===== config.mk =====
export PLATFORM = sky130hd
export DESIGN_NAME = tuple_meta_bridge
export DESIGN_NICKNAME = d
export VERILOG_FILES = /design/src/rtl/tuple_meta_bridge.sv
export SDC_FILE = /design/constraint.sdc
export NUM_CORES = 1
export LEC_CHECK = 0
export BUFFER_PORTS_ARGS = -buffer_cell sky130_fd_sc_hd__buf_4
export CAP_MARGIN = 20
export CORE_AREA = 5 5 433 435
export CTS_BUF_LIST = sky130_fd_sc_hd__clkbuf_16
export CTS_CLUSTER_DIAMETER = 30
export DETAILED_ROUTE_END_ITERATION = 8
export DIE_AREA = 0 0 438 440
export PLACE_DENSITY = 0.41
export SYNTH_ARGS = -nofsm -noshare
export SYNTH_HDL_FRONTEND = slang
export SYNTH_SLANG_ARGS = --single-unit

===== constraint.sdc =====
create_clock -name clk_line -period 6.93 [get_ports clk_line]
set_clock_uncertainty 0.1 [all_clocks]
set_input_delay 1.386 -clock clk_line [delete_from_list [all_inputs] [get_ports clk_line]]
set_output_delay 1.386 -clock clk_line [all_outputs]
set_load 0.03 [all_outputs]

===== src/rtl/tuple_meta_bridge.sv =====
// Tuple side-channel bridge around the packet processor: snoops input SOP tuser into tuple_in,
// queues tuple_out results and re-attaches them as m_axis_tuser. Optional: TUPLE_BRIDGE_TUSER_HOLD_EN.
module tuple_meta_bridge #(
    parameter int TDATA_WIDTH = 256,
    parameter int TUSER_WIDTH = 128,
    parameter int TUPLE_WIDTH = 128,
    parameter int FIFO_DEPTH  = 4,
    parameter int AW          = $clog2(FIFO_DEPTH)
) (
    input  logic                     clk_line,
    input  logic                     clk_line_rst,
    input  logic                     s_axis_tvalid,
    input  logic                     s_axis_tready,
    input  logic                     s_axis_tlast,
    input  logic [TUSER_WIDTH-1:0]   s_axis_tuser,
    output logic                     tin_valid,
    output logic [TUPLE_WIDTH-1:0]   tin_data,
    input  logic                     tout_valid,
    input  logic [TUPLE_WIDTH-1:0]   tout_data,
    input  logic [TDATA_WIDTH-1:0]   p_axis_tdata,
    input  logic [TDATA_WIDTH/8-1:0] p_axis_tkeep,
    input  logic                     p_axis_tvalid,
    input  logic                     p_axis_tlast,
    output logic                     p_axis_tready,
    output logic [TDATA_WIDTH-1:0]   m_axis_tdata,
    output logic [TDATA_WIDTH/8-1:0] m_axis_tkeep,
    output logic                     m_axis_tvalid,
    output logic                     m_axis_tlast,
    output logic [TUSER_WIDTH-1:0]   m_axis_tuser,
    input  logic                     m_axis_tready,
    output logic [AW:0]              fifo_level,
    output logic                     ovf_flag,
    output logic [15:0]              ovf_cnt
);

    typedef enum logic {IN_SOP = 1'b0, IN_BODY = 1'b1} in_state_t;
    typedef enum logic {OUT_SOP = 1'b0, OUT_BODY = 1'b1} out_state_t;

    function automatic logic [15:0] sat_inc16(input logic [15:0] v);
        return (v == 16'hFFFF) ? v : v + 16'd1;
    endfunction

    function automatic logic [TUSER_WIDTH-1:0] ext_tuple(input logic [TUPLE_WIDTH-1:0] t);
        logic [TUSER_WIDTH-1:0] r;
        r = '0;
        r[TUPLE_WIDTH-1:0] = t;
        return r;
    endfunction

    in_state_t  in_state, in_state_nxt;
    out_state_t out_state, out_state_nxt;

    logic                   s_acc;
    logic                   sop_acc;
    logic [TUPLE_WIDTH-1:0] mem [FIFO_DEPTH];
    logic [AW-1:0]          wr_ptr, rd_ptr;
    logic [AW:0]            level;
    logic                   full, empty, push, pop, drop;
    logic                   m_hs;

    // Ingress: SOP snoop into a one-cycle tuple_in pulse
    assign s_acc   = s_axis_tvalid & s_axis_tready;
    assign sop_acc = (in_state == IN_SOP) & s_acc;

    always_comb begin
        in_state_nxt = in_state;
        case (in_state)
            IN_SOP:  if (s_acc && !s_axis_tlast) in_state_nxt = IN_BODY;
            IN_BODY: if (s_acc && s_axis_tlast)  in_state_nxt = IN_SOP;
            default: in_state_nxt = IN_SOP;
        endcase
    end

    always_ff @(posedge clk_line) begin
        if (clk_line_rst) begin
            in_state  <= IN_SOP;
            tin_valid <= 1'b0;
            tin_data  <= '0;
        end else begin
            in_state  <= in_state_nxt;
            tin_valid <= sop_acc;
            if (sop_acc) tin_data <= s_axis_tuser[TUPLE_WIDTH-1:0];
        end
    end

    // Tuple FIFO: a pop frees the slot for a same-cycle push even when full
    assign full  = (level == (AW+1)'(FIFO_DEPTH));
    assign empty = (level == '0);
    assign m_hs  = m_axis_tvalid & m_axis_tready;
    assign pop   = (out_state == OUT_SOP) & m_hs;
    assign push  = tout_valid & (~full | pop);
    assign drop  = tout_valid & full & ~pop;

    always_ff @(posedge clk_line) begin
        if (push) mem[wr_ptr] <= tout_data;
    end

    always_ff @(posedge clk_line) begin
        if (clk_line_rst) begin
            wr_ptr   <= '0;
            rd_ptr   <= '0;
            level    <= '0;
            ovf_flag <= 1'b0;
            ovf_cnt  <= '0;
        end else begin
            if (push) wr_ptr <= wr_ptr + 1'b1;
            if (pop)  rd_ptr <= rd_ptr + 1'b1;
            case ({push, pop})
                2'b10:   level <= level + 1'b1;
                2'b01:   level <= level - 1'b1;
                default: level <= level;
            endcase
            if (drop) begin
                ovf_flag <= 1'b1;
                ovf_cnt  <= sat_inc16(ovf_cnt);
            end
        end
    end

    assign fifo_level = level;

`ifdef TUPLE_BRIDGE_TUSER_HOLD_EN
    logic [TUPLE_WIDTH-1:0] tuple_hold;

    always_ff @(posedge clk_line) begin
        if (pop) tuple_hold <= mem[rd_ptr];
    end
`endif

    // Egress: gate the SOP beat on tuple availability, pass the body through
    always_comb begin
        out_state_nxt = out_state;
        m_axis_tvalid = p_axis_tvalid;
        p_axis_tready = m_axis_tready;
        m_axis_tuser  = '0;
        case (out_state)
            OUT_SOP: begin
                m_axis_tvalid = p_axis_tvalid & ~empty;
                p_axis_tready = m_axis_tready & ~empty;
                m_axis_tuser  = ext_tuple(mem[rd_ptr]);
                if (m_axis_tvalid && m_axis_tready && !p_axis_tlast) out_state_nxt = OUT_BODY;
            end
            OUT_BODY: begin
`ifdef TUPLE_BRIDGE_TUSER_HOLD_EN
                m_axis_tuser = ext_tuple(tuple_hold);
`endif
                if (m_axis_tvalid && m_axis_tready && p_axis_tlast) out_state_nxt = OUT_SOP;
            end
            default: out_state_nxt = OUT_SOP;
        endcase
    end

    always_ff @(posedge clk_line) begin
        if (clk_line_rst) out_state <= OUT_SOP;
        else              out_state <= out_state_nxt;
    end

    assign m_axis_tdata = p_axis_tdata;
    assign m_axis_tkeep = p_axis_tkeep;
    assign m_axis_tlast = p_axis_tlast;

endmodule

### Word level (Yosys, flattened, before mapping)

Memories as Yosys holds them, arrays and structs flattened. A register that Yosys moved wholly into a read port is not among the register bits.
Cells that the tools add are included.

| cells by class | value |
|---|---|
| mux-type cells | 14 |
| bitwise logic cells | 16 |
| eq/ne operators | 4 |
| add/subtract/negate cells | 5 |
| reductions and logical operators | 11 |

Operator list:

| cell | count |
|---|---|
| $mux W128 | 1 |
| $add A16 B1 Y16 const B | 1 |
| $eq A16 B16 Y1 const B | 1 |
| $and A1 B1 Y1 | 9 |
| $mux W1 | 8 |
| $logic_and A1 B1 Y1 | 6 |
| $not A1 Y1 | 6 |
| $pmux W3 S2 | 1 |
| $add A2 B1 Y2 const B | 2 |
| $mux W2 | 2 |
| $pmux W1 S2 | 2 |
| $add A3 B1 Y3 const B | 1 |
| $eq A3 B3 Y1 const B | 1 |
| $logic_not A3 Y1 | 1 |
| $sub A3 B1 Y3 const B | 1 |
| $eq A2 B1 Y1 const B | 1 |
| $eq A2 B2 Y1 const B | 1 |
| $logic_not A1 Y1 | 2 |
| $reduce_and A2 Y1 | 1 |
| $reduce_bool A2 Y1 | 1 |
| $or A1 B1 Y1 | 1 |

| storage, ports and cells | value |
|---|---|
| memories | 1 |
| bits in writable memories | 512 |
| flip-flop bits (word level) | 155 |

Memory list:

| memory | words | bits a word | rd ports | clocked after memory_dff | wr ports | line | RTL |
|---|---|---|---|---|---|---|---|
| mem | 4 | 128 | 1 | 1 | 1 | 55 | `logic [TUPLE_WIDTH-1:0] mem [FIFO_DEPTH];` |

### Logic depth before layout (Yosys ltp)

| depth | value |
|---|---|
| depth after elaboration | 10 |
| depth in mapped cells | 9 |

### Least setup slack after synthesis

OpenSTA, ideal clock, no wires.

| timing | value |
|---|---|
| path type | input -> register |
| start point | in m_axis_tready |
| end point | mem mem[0][0] (enable) |
| stages on the path | 3 |
| data arrival time | 4.938 ns |
| setup time | 0.502 ns |
| path slack | 1.389 ns |
| cell sequence | nand3b_1 a21oi_1 and2_1 |

| between the ends | value |
|---|---|
| longest elaborated chain between the ends | 6 |

Ends and longest elaborated chain:

| item | line | RTL |
|---|---|---|
| start: declaration | 30 | `input logic m_axis_tready,` |
| $and A1 B1 Y1 | 89 | `assign m_hs = m_axis_tvalid & m_axis_tready;` |
| $and A1 B1 Y1 | 90 | `assign pop = (out_state == OUT_SOP) & m_hs;` |
| $or A1 B1 Y1 | 91 | `assign push = tout_valid & (~full \| pop);` |
| $and A1 B1 Y1 | 91 |  |
| $mux W1 | 95 | `if (push) mem[wr_ptr] <= tout_data;` |
| $mux W1 (implied by the code) | 95 |  |
| end: declaration | 55 |  |

Every way passes these cells.

==> impl_metrics.json <==
{
  "status": "completed",
  "drive_above_1_share_pct": 41.57,
  "slowest_stage": "dfxtp_4",
  "placedCellCount": 4399,
  "hold_viol": 0,
  "path_cells": "buf_12, mux4_2, and2_1, buf_4",
  "hold_class": "flop to flop",
  "area_growth_pct": 38.54,
  "async_flop_share_pct": 0,
  "crit_path_end_kind": "output port",
  "numPortBuffers": 544,
  "hold_depth": 2,
  "cts_buffer_depth": 3,
  "whs_ns": 0.3497,
  "synth.area.top_cells": "edfxtp_1, dfxtp_1, mux4_2",
  "globalplace.congestion": 0.7851,
  "ir_worst_vdd_mv": 0.2666,
  "maxSlewViolCount": 0,
  "dieArea_sq_mm": 0.1927,
  "fill_cells": 19568,
  "finalCritPeriodShare_pct": 67.25,
  "vias_per_cell": 3.426,
  "syn_nets": 2393,
  "multi_input_area_sq_mm": 0.006256,
  "powerDensity_mw_per_mm2": 365.4,
  "grt_pass1_wl_microns": 151100,
  "clock_latency_ns": 0.76,
  "grt_max_degree": 163,
  "setup_viol": 0,
  "grt_pass1_vias": 17544,
  "hold_buffers": 0,
  "cts_tree": "built",
  "dp_hpwl_microns": 86950,
  "synthCells": 1834,
  "max_slew.worst_pin.slew_ns": 1.032,
  "grt_overflow_total": 0,
  "cp.depth": 4,
  "cts.sinks": 669,
  "crit_required_ns": 5.44,
  "critPathMaxStageDelay_ns": 0.75,
  "syn_avg_cell_area_sq_um": 14.92,
  "critPathMaxFanout": 64,
  "ys_types": 55,
  "path_delay_family": "flip-flops",
  "layout.cells.most_common": "buf_4",
  "post_cts_resized": 0,
  "drt-pass1-iter-count": 7,
  "route.detailed.drc": 0,
  "finalCriticalPeriod_ns": 4.661,
  "arrival_ns": 3.17,
  "coreArea_sq_mm": 0.1827,
  "ys.flop_type": "edfxtp_1",
  "ios": 1121,
  "yosys.area.top_type_share_pct": 56.20,
  "nets": 2749,
  "finalNonFillerCells": 4717,
  "start_util_pct": 14.98,
  "maxSlewHeadroom_pct": 31.22,
  "antenna_found_initial": 16,
  "grtUsageTotal_pct": 11.42,
  "power_mw": 13.85,
  "crit_type": "flop to output port",
  "drt_iter0_markers": 717,
  "wl_per_cell_microns": 24.34,
  "num_vias": 16161,
  "fmax_ghz": 0.2146,
  "num_rows": 157,
  "h-tree-depth": 4,
  "clk_pin_slew_worst_paths_ns": 0.04,
  "cts_setup_buffers": 0,
  "pre_cts_slack_ns": 2.627,
  "r2r_cells": 4,
  "yosys_warnings": 0,
  "cap_violations": 0,
  "grt_setup_unrepaired": "false",
  "die_height_microns": 440,
  "clockRootBuffer": "clkbuf_16",
  "crit_path_start_kind": "flop",
  "syn-cell-area_sq_mm": 0.02736,
  "numCtsBuffers": 174,
  "leakage_nw": 13.40,
  "routed_wl_microns": 114800,
  "yosysTopAreaCell": "edfxtp_1",
  "path_buf_inv": 2,
  "chipWidth_microns": 438,
  "ys_seq_area_share_pct": 67.69,
  "synth_edf_count": 512,
  "seqCellArea_sq_mm": 0.01853,
  "ys_seq_elements": 669,
  "final_cell_mix": "buf_4, edfxtp_1, nand2_1",
  "ant_nets": 0,
  "fin_ws_ns": 2.269,
  "setup_tns_ns": 0
}
sequential cells by signal, summed over array words and instances, names as in the netlist, named ones only:
name        cells
out_state       1
tin_valid       1
wr_ptr          2
fifo_level      3
ovf_flag        1
ovf_cnt        16
mem           512
rd_ptr          2
tin_data      128
layer usage:
metal | vias up | part of all wire, % | track usage (%) | wire length [microns]
li1 | 7155 | - | - | -
met1 | 7847 | 25 | 8.253 | 29260
met2 | 914 | 56 | 22.33 | 64770
met3 | 245 | 14 | 7.480 | 15710
met4 | 0 | 4.4 | 5.393 | 5087
met5 | - | 0 | 0 | 0
path summary, 6_finish.rpt:
path / startpoint / to / slack (ns)
hold / removal: tin_data[96] / tin_data[96] / 0.35
setup reg to reg: out_state / mem[1][11] / 3.77
setup / recovery: flop / m_axis_tuser[65] / 2.27
hold reg to reg: tin_data[96] / tin_data[96] / 0.35
power breakdown:
group / leakage [nW] / total (mW) / switching [mW] / internal (mW)
combinational: 4.54 / 1.53 / 0.918 / 0.612
sequential: 5.98 / 4.65 / 0.0773 / 4.57
clock: 2.88 / 7.67 / 2.51 / 5.16
worst register-to-register path: cells and delay by family, from the launching register on:
| family | cells | cell delay [ns] |
|---|---|---|
| compound gates | 1 | 0.62 |
| buf+inv | 1 | 0.73 |
| flops | 1 | 0.36 |
| simple gates | 2 | 0.93 |
cells in the mapped netlist (2+ instances only):
cell type  instances
edfxtp_1         512
buf_4            290
nand2_1          260
dfxtp_1          157
a21oi_1          140
and2_1           133
mux4_2           128
clkbuf_1          68
nor2_1            17
buf_2             14
inv_1             12
nand3_1           10
mux2_2             7
nor4_1             7
buf_1              6
ha_1               5
nand4_1            5
nor2b_1            4
o21a_1             4
o31ai_1            4
or3_1              4
or4_1              4
buf_6              3
o21ai_0            3
a311oi_1           2
and3_1             2
mux2i_1            2
nand3b_1           2
nor3b_1            2
xnor2_1            2
per-stage QoR:
step                area [sq um]  util [%]
floorplan                  27360         -
global placement           32140     17.59
detailed placement         32140     17.59
CTS                        37900     20.74
global route               37900     20.75
finish                     37900     20.75
logic make-up (layout without fill, tap and decap cells):
logic type,after synthesis,after routing,share of synthesized area [%]
flops,669,669,67.69
mux,137,137,10.90
compound gates,164,164,3.275
buf+inv,393,890,9.517
other cells,0,1,0
xor+xnor,3,3,0.09606
simple gates,462,462,8.223
fa+ha+maj,6,6,0.3019
final cells by class:
class                   count  share of cell area, %
clock inverters           142                  3.645
inverters                  12                 0.1254
well taps                2385                  7.874
flip-flops and latches    669                  48.88
multi-input cells         772                  16.51
repair buffers            561                  11.41
diodes                      1               0.006603
clock buffers             175                  11.55
No activity file was read; power rests on OpenSTA's default activity.
